File: src/rtl/transpose_pkg.sv
// Shared types and helpers for the ping-pong transpose buffer.
// Latency: n/a (package only).
// Backpressure: n/a (package only).
package transpose_pkg;

  // One bit selects between the two ping-pong banks.
  typedef logic bank_t;

  // Index width for N rows/columns; never narrower than one bit.
  function automatic int calc_aw(input int n);
    return (n > 1) ? $clog2(n) : 1;
  endfunction

  // Bit offset of element e inside an n-element row of w-bit elements.
  // Element 0 is the most significant element of the row.
  function automatic int elem_lsb(input int n, input int w, input int e);
    return (n - 1 - e) * w;
  endfunction

endpackage

File: src/rtl/transpose_bank.sv
// One N x N bank of W-bit elements: masked row writes, combinational row/column reads.
// Latency: write lands on the clock edge; read port is purely combinational.
// Backpressure: none; the owner gates wr_en.
//
// Ports:
//   clk      clock
//   wr_en    write strobe for row wr_addr
//   wr_addr  row to write
//   wr_be_n  active-low element enables (bit e -> element e)
//   wr_data  row data, element 0 in the MS position
//   rd_idx   row or column index to read
//   rd_row   1 = return row rd_idx, 0 = return column rd_idx
//   rd_data  selected row/column, row 0 (or element 0) in the MS position
module transpose_bank
  import transpose_pkg::*;
#(
  parameter int N = 8,
  parameter int W = 8,
  localparam int AW = calc_aw(N)
) (
  input  logic           clk,
  input  logic           wr_en,
  input  logic [AW-1:0]  wr_addr,
  input  logic [N-1:0]   wr_be_n,
  input  logic [N*W-1:0] wr_data,
  input  logic [AW-1:0]  rd_idx,
  input  logic           rd_row,
  output logic [N*W-1:0] rd_data
);

  logic [N*W-1:0] mem_q [N];
  logic [N*W-1:0] mem_d [N];

  // Disabled elements keep their previous contents.
  always_comb begin
    for (int r = 0; r < N; r++) begin
      mem_d[r] = mem_q[r];
    end
    if (wr_en) begin
      for (int e = 0; e < N; e++) begin
        if (!wr_be_n[e]) begin
          mem_d[wr_addr][elem_lsb(N, W, e) +: W] = wr_data[elem_lsb(N, W, e) +: W];
        end
      end
    end
  end

  // Storage is deliberately not reset.
  always_ff @(posedge clk) begin
    for (int r = 0; r < N; r++) begin
      mem_q[r] <= mem_d[r];
    end
  end

  // A column gathers element rd_idx from every row, row 0 landing MS.
  always_comb begin
    rd_data = '0;
    for (int p = 0; p < N; p++) begin
      if (rd_row) begin
        rd_data[elem_lsb(N, W, p) +: W] = mem_q[rd_idx][elem_lsb(N, W, p) +: W];
      end else begin
        rd_data[elem_lsb(N, W, p) +: W] = mem_q[p][elem_lsb(N, W, int'(rd_idx)) +: W];
      end
    end
  end

endmodule

File: src/rtl/transpose_pingpong.sv
// Two-bank ping-pong transpose buffer: rows in, columns (or rows) out.
// Latency: commit at edge k gives the first output beat after edge k+1; one beat per cycle.
// Backpressure: wr_ready drops while the write bank is full; output holds while rd_ready is low.
//
// Ports:
//   clk, rst_n            clock, async active-low reset
//   wr_valid/wr_ready     row write handshake
//   wr_addr, wr_be_n      row index and active-low element enables
//   wr_data, wr_last      row data; wr_last commits the write bank
//   mode                  0 = column drain, 1 = row drain (sampled at beat 0)
//   rd_valid/rd_ready     output beat handshake
//   rd_data, rd_idx       beat contents and its column/row index
//   rd_last               final beat of a bank
module transpose_pingpong
  import transpose_pkg::*;
#(
  parameter int N = 8,
  parameter int W = 8,
  localparam int AW = calc_aw(N)
) (
  input  logic           clk,
  input  logic           rst_n,
  input  logic           wr_valid,
  output logic           wr_ready,
  input  logic [AW-1:0]  wr_addr,
  input  logic [N-1:0]   wr_be_n,
  input  logic [N*W-1:0] wr_data,
  input  logic           wr_last,
  input  logic           mode,
  output logic           rd_valid,
  input  logic           rd_ready,
  output logic [N*W-1:0] rd_data,
  output logic [AW-1:0]  rd_idx,
  output logic           rd_last
);

  logic [1:0]     full_q, full_d;
  bank_t          wb_q, wb_d;
  bank_t          rb_q, rb_d;
  logic [AW-1:0]  cnt_q, cnt_d;
  logic           mode_q, mode_d;
  logic           rd_valid_q, rd_valid_d;
  logic           rd_last_q, rd_last_d;
  logic [AW-1:0]  rd_idx_q, rd_idx_d;
  logic [N*W-1:0] rd_data_q, rd_data_d;

  logic           wr_fire;
  logic           load;
  logic           beat_last;
  logic           rd_row_sel;
  logic [N*W-1:0] bank_rd [2];

  assign wr_ready = !full_q[wb_q];
  assign wr_fire  = wr_valid & wr_ready;
  assign load     = (!rd_valid_q | rd_ready) & full_q[rb_q];
  assign beat_last = (cnt_q == AW'(N - 1));
  // Beat 0 reads with the live mode so it matches the value captured into mode_q.
  assign rd_row_sel = (cnt_q == '0) ? mode : mode_q;

  for (genvar b = 0; b < 2; b++) begin : g_bank
    transpose_bank #(
      .N (N),
      .W (W)
    ) u_bank (
      .clk     (clk),
      .wr_en   (wr_fire & (wb_q == bank_t'(b))),
      .wr_addr (wr_addr),
      .wr_be_n (wr_be_n),
      .wr_data (wr_data),
      .rd_idx  (cnt_q),
      .rd_row  (rd_row_sel),
      .rd_data (bank_rd[b])
    );
  end

  always_comb begin
    full_d     = full_q;
    wb_d       = wb_q;
    rb_d       = rb_q;
    cnt_d      = cnt_q;
    mode_d     = mode_q;
    rd_valid_d = rd_valid_q;
    rd_last_d  = rd_last_q;
    rd_idx_d   = rd_idx_q;
    rd_data_d  = rd_data_q;

    if (load) begin
      if (cnt_q == '0) begin
        mode_d = mode;
      end
      rd_data_d  = bank_rd[rb_q];
      rd_idx_d   = cnt_q;
      rd_valid_d = 1'b1;
      rd_last_d  = beat_last;
      if (beat_last) begin
        // Last beat already sits in the output register, so the bank is free now.
        cnt_d        = '0;
        full_d[rb_q] = 1'b0;
        rb_d         = ~rb_q;
      end else begin
        cnt_d = cnt_q + 1'b1;
      end
    end else if (rd_ready) begin
      rd_valid_d = 1'b0;
      rd_last_d  = 1'b0;
    end

    // The writer only commits a non-full bank, so this never collides with the release above.
    if (wr_fire && wr_last) begin
      full_d[wb_q] = 1'b1;
      wb_d         = ~wb_q;
    end
  end

  always_ff @(posedge clk or negedge rst_n) begin
    if (!rst_n) begin
      full_q     <= '0;
      wb_q       <= 1'b0;
      rb_q       <= 1'b0;
      cnt_q      <= '0;
      mode_q     <= 1'b0;
      rd_valid_q <= 1'b0;
      rd_last_q  <= 1'b0;
      rd_idx_q   <= '0;
      rd_data_q  <= '0;
    end else begin
      full_q     <= full_d;
      wb_q       <= wb_d;
      rb_q       <= rb_d;
      cnt_q      <= cnt_d;
      mode_q     <= mode_d;
      rd_valid_q <= rd_valid_d;
      rd_last_q  <= rd_last_d;
      rd_idx_q   <= rd_idx_d;
      rd_data_q  <= rd_data_d;
    end
  end

  assign rd_valid = rd_valid_q;
  assign rd_last  = rd_last_q;
  assign rd_idx   = rd_idx_q;
  assign rd_data  = rd_data_q;

endmodule

File: config.mk
export PLATFORM = sky130hd
export DESIGN_NAME = transpose_pingpong
export DESIGN_NICKNAME = d
export VERILOG_FILES = /design/src/rtl/transpose_pkg.sv /design/src/rtl/transpose_bank.sv /design/src/rtl/transpose_pingpong.sv
export SDC_FILE = /design/constraint.sdc
export NUM_CORES = 2
export LEC_CHECK = 0
export ABC_AREA = 1
export CORE_MARGIN = 2
export CORE_UTILIZATION = 50
export DETAILED_ROUTE_END_ITERATION = 8
export PLACE_DENSITY_LB_ADDON = 0.12
export SLEW_MARGIN = 20
export SYNTH_ARGS = -nofsm -noshare
export SYNTH_HDL_FRONTEND = slang
export SYNTH_HIERARCHICAL = 1
export SYNTH_SLANG_ARGS = --single-unit
export TNS_END_PERCENT = 30
File: constraint.sdc
create_clock -name clk -period 5.99 [get_ports clk]
set_clock_uncertainty 0.15 [all_clocks]
set_input_delay 0.8985 -clock clk [delete_from_list [all_inputs] [get_ports clk]]
set_output_delay 0.8985 -clock clk [all_outputs]
set_load 0.02 [all_outputs]
* After elaboration in Yosys (flattened, before gate mapping)
Memory sizes are Yosys's and may differ from the RTL's. Index checks and enable logic that the tools add are counted.
Operators by class: add/sub/neg operators 2, order comparisons 7, bitwise gates (word level) 12, shift operators 16, reductions and logical operators 9, eq/ne operators 1, muxes and demuxes 99
Operators by type and width (count):
- $mux W512 | 32
- $bwmux W512 | 16
- $demux W64 S3 | 8
- $shiftx A64 B32 Y8 | 16
- $mux W64 | 4
- $mux W8 | 17
- $mux W56 | 1
- $mux W48 | 1
- $mux W40 | 1
- $mux W32 | 1
- $mux W24 | 1
- $mux W16 | 1
- $mux W1 | 10
- $mux W2 | 3
- $and A1 B1 Y1 | 4
- $ge A4 B4 Y1 const B | 1
- $logic_and A1 B1 Y1 | 4
- $lt A1 B2 Y1 const B | 2
- $lt A4 B1 Y1 const B | 1
- $not A3 Y4 | 1
- $sub A3 B3 Y4 const A | 1
- $add A3 B1 Y3 const B | 1
- $eq A3 B3 Y1 const B | 1
- $logic_not A3 Y1 | 1
- other kinds (13) | 17
Word-level totals: input bits 81, memories 2, RAM bits 1024, word-level logic and storage cells 157, output and inout bits 70, bits in registers 77
Memories:
- g_bank[0].u_bank.mem_q | depth 8, bits a word 64, rd ports 9, clocked after Yosys merged registers in 0, write ports 8, line transpose_bank.sv:31 | logic [N*W-1:0] mem_q [N];
- g_bank[1].u_bank.mem_q | depth 8, bits a word 64, rd ports 9, clocked after Yosys merged registers in 0, write ports 8, line transpose_bank.sv:31

* Logic depth before layout (Yosys ltp)
depth in word-level cells 29, mapped depth 14, gate-level depth less buffers 12

* Modules after synthesis
The synthesis kept the hierarchy.
Modules (own cells, without submodules):
- transpose_bank at g_bank[0].u_bank | times used 1, cells each 2735, area each 25231.7 µm², seq. area each 15374.7 µm²
- transpose_bank at g_bank[1].u_bank | times used 1, cells each 2735, area each 25221.7 µm², seq. area each 15374.7 µm²
- transpose_pingpong | times used 1, cells each 554, area each 3875.0 µm², seq. area each 1926.8 µm²

* Least setup slack after synthesis
No wires, ideal clock.
path type input to register, from in wr_valid, to mem g_bank[0].u_bank/mem_q[0][10] (netlist name) (enable), path slack 3276 ps, path buffers 2, library setup time 370 ps, arrival 2194 ps, cell stages on the path 7, data required time 5470 ps, cell sequence inv_1 -> nor3_1 -> inv_1 -> buf_2 -> or2_2 -> clkbuf_1 -> nor2_1
RTL lines:
- from (decl) | line transpose_pingpong.sv:23 | input logic wr_valid,
- to (decl) | line transpose_bank.sv:31

==> metrics.md <==
| Metric | Value |
|---|---|
| DRC viols | `0` |
| Routability Congestion | `around 1` |
| Fmax | `between 200 and 250 MHz` |
| Ys async rst share | `0.0699` |
| CTS tree | `done` |
| Sequential cell area fraction in the yosys report | `0.601` |
| Antenna-violating nets left | `0` |
| Synth unique cells | `21` |
| Routed WL per cell | `between 20 and 30 um` |
| Startpoint types | `register` |
| First-pass GRT wire length | `roughly 300000 um` |
| Fillers | `9813` |
| Slew Limit Fails | `0` |
| Num CTS Buffers | `about 120` |
| Placed cell areas | `roughly 0.055 sq mm` |
| Crit path capture type | `register` |
| Routed WL | `218000 um` |
| Area leader, netlist | `edfxtp_1` |
| Setup CP Type | `reg -> reg` |
| Count leader, synth | `nand2_1` |
| Largest stage delay, worst path | `approximately 0.89 ns` |
| Max stage delay cell, worst path | `dfrtp_4` |
| Vias | `46000` |
| Clk slew on worst S/H paths | `about 0.060 ns` |
| Critical Path RT | `roughly 6.5 ns` |
| Cell family with most CP delay | `simple AND/OR/NAND/NOR gates` |
| Root buffer cell | `clkbuf_16` |
| Hold slack final | `approximately 0.33 ns` |
| Chip Width | `about 330 um` |
| Mapped cell area | `approximately 0.054 sq mm` |
| Synth area leaders | `edfxtp_1 (57%), nand2_1 (18%), nand3_1 (14%), dfrtp_1 (3.5%), buf_2 (1.9%)` |
| Max Fanout on Critical Path | `between 150 and 200` |
| Critical path, cell by cell | `buf_4 > buf_12 > nand2_1 > nand3_1 > nand3_1 > nand2_1 > nand2_1 > nand2_1 > nand2_1 > nand2_1 > nand2_2 > nand2_1` |
| Final core utilization | `0.553` |
| Post-synth EDFFs | `about 1000` |
| HP Start | `rd_data[63]$_DFFE_PN0N_` |
| Largest net degree at the start of global routing | `between 200 and 250` |
| R2R setup slack | `just under 2 ns` |
| Post-Layout Inst Area | `just under 0.06 sq mm` |
| Hold path depth | `2` |
| FF-to-FF End | `rd_data[51]$_DFFE_PN0N_` |
| Setup Buffers After CTS | `0` |
| Final Hold Fails | `0` |
| Final period utilization | `0.676` |
| Clk_lat worst skew | `just over 0.7 ns` |
| Worst vdd ir | `490 uV` |
| Syn Area/Cell | `9.02 sq um` |
| Maxcap violations | `0` |
| Post-CTS Resized | `0` |
| Total die area | `between 0.1 and 0.15 sq mm` |
| CTS Hold Bufs | `1` |
| Overall Global Routing Usage | `0.386` |
| Core Footprint | `roughly 0.11 sq mm` |
| Slew @ Worst Pin | `around 1.3 ns` |
| Detail Placement HPWL | `between 100000 and 150000 um` |
| Max-Slew Margin vs Limit | `0.119` |
| Placed insts | `~7200` |
| Pre-antenna DRT Iters | `7` |
| Total grt overflow | `0` |
| Fin cells | `around 7400` |
| Setup repair after global routing missed its margin | `no` |
| Post-synth top cells | `nand2_1 (2596), nand3_1 (1541), edfxtp_1 (1024)` |
| CP Buf/Inv Count | `2` |
| Clk buf depth | `3` |
| Cells after Synth | `between 6000 and 7000` |
| PwrDens | `around 540 mW/mm^2` |
| Top-area cell type share of the netlist area | `0.566` |
| Final setup viols | `0` |
| Ports | `roughly 150` |
| Chip Height | `334 um` |
| Most common cell on crit path | `nand2_1` |
| Clk sink count | `1101` |
| Final min period | `just over 4 ns` |
| CP Data Arrival Time | `~4.6 ns` |
| Reg2reg start | `cnt_q[0]$_DFFE_PN0N_` |
| Synth warnings | `6` |
| Initial drt markers | `~7600` |
| Post-layout net count | `6019` |
| Initial antenna violation count | `7` |
| Number of core rows | `120` |
| Depth of the worst register-to-register path | `12` |
| HP Class | `reg -> reg` |
| Port Buf Inserts | `150` |
| Syn Nets | `approximately 6100` |
| Vias in the first global route | `between 40000 and 50000` |
| Initial Utilization | `0.506` |
| CTS H-tree depth | `3` |
| Synth Register Bits | `1101` |
| Area Overhead vs Synth | `9.26%` |
| Vias per inst | `roughly 6.2` |
| Hold endpoint | `rd_data[63]$_DFFE_PN0N_` |
| Share of layout cells above drive strength 1 | `0.0462` |
| P_leak | `23.6 nW` |
| Setup_tns | `0 ns` |
| Ys flop type | `edfxtp_1` |
| Outcome | `completed` |
[routing by layer]
layer  part of all wire  GRT usage  vias up
li1                   -          -    20200
met1               0.37      0.507    22100
met2               0.44      0.586     3144
met3               0.14      0.115      519
met4              0.056      0.185        6
met5            0.00074          0        -
[layout by cell type (no fill, tap or decap), drive strengths merged]
| cell | n |
|---|---|
| dlygate4sd3 | 1 |
| clkdlybuf4s50 | 142 |
| clkinv | 47 |
| nor3 | 17 |
| nand2 | 2609 |
| ha | 3 |
| bufinv | 14 |
| or2 | 14 |
| dfrtp | 77 |
| edfxtp | 1024 |
| nor2 | 258 |
| diode | 3 |
| nand3 | 1541 |
| and3 | 1 |
| buf | 61 |
| clkinvlp | 12 |
| o21ai | 7 |
| inv | 61 |
| clkbuf | 147 |
[registers in the layout, indices dropped and copies added, names as in the netlist, 2 cells and up]
signal,cells
g_bank.u_bank/mem_q,1024
rd_data,64
cnt_q,3
rd_idx,3
full_q,2
[worst max-delay path by stage]
stage                                                         end                 start  depth (start not counted)  slack, ns
after floorplan           g_bank[0].u_bank/mem_q[0][10]$_DFFE_PP_              wr_valid                          7       3.28
after global placement    g_bank[1].u_bank/mem_q[2][39]$_DFFE_PP_              wr_valid                          6       1.98
after detailed placement  g_bank[0].u_bank/mem_q[3][24]$_DFFE_PP_              wr_valid                          6       1.93
after CTS                                  rd_data[4]$_DFFE_PN0N_  cnt_q[0]$_DFFE_PN0N_                         12       2.21
after global routing                      rd_data[62]$_DFFE_PN0N_  cnt_q[0]$_DFFE_PN0N_                         12       1.86
final                                     rd_data[51]$_DFFE_PN0N_  cnt_q[0]$_DFFE_PN0N_                         12       1.94
[per-stage QoR]
| step | worst slack (ns) | total power [mW] |
|---|---|---|
| after global placement | 1.98 | 24.2 |
| after detailed placement | 1.93 | 24.3 |
| after CTS | 2.21 | 31.6 |
| after global routing | 1.86 | 33.5 |
| final | 1.94 | 32.2 |
| after floorplan | 3.28 | 19.1 |
[layout make-up]
class | count | area, sq um | area share
tap | 1403 | 1760 | 0.0296
timing repair buffer | 204 | 2000 | 0.0336
clock buffer | 147 | 3110 | 0.0524
inverter | 61 | 274 | 0.00462
sequential | 1101 | 32700 | 0.551
antenna | 3 | 7.51 | 0.000126
multi-input combinational | 4450 | 18800 | 0.316
clock inverter | 73 | 749 | 0.0126
[where the power goes]
| group | leakage (nW) | internal [mW] | switching (mW) | total [mW] |
|---|---|---|---|---|
| combinational | 11.5 | 3.86 | 11.8 | 15.6 |
| sequential | 10.2 | 8.74 | 0.452 | 9.19 |
| clock | 1.85 | 4.27 | 3.14 | 7.42 |
[kinds of logic after synthesis]
family,synth area share
AO/OA/AOI/OAI,0.000645
adder cells (fa/ha/maj),0.000691
buffers and inverters,0.0531
flip-flops,0.601
AND/OR/NAND/NOR,0.344
[worst register-to-register path: cells and delay by family (launching register included)]
family	cells	cell delay, ns
simple gates	10	1.80
buf+inv	2	1.16
flops	1	0.89
Note: power is estimated with default switching activity, not from simulation.
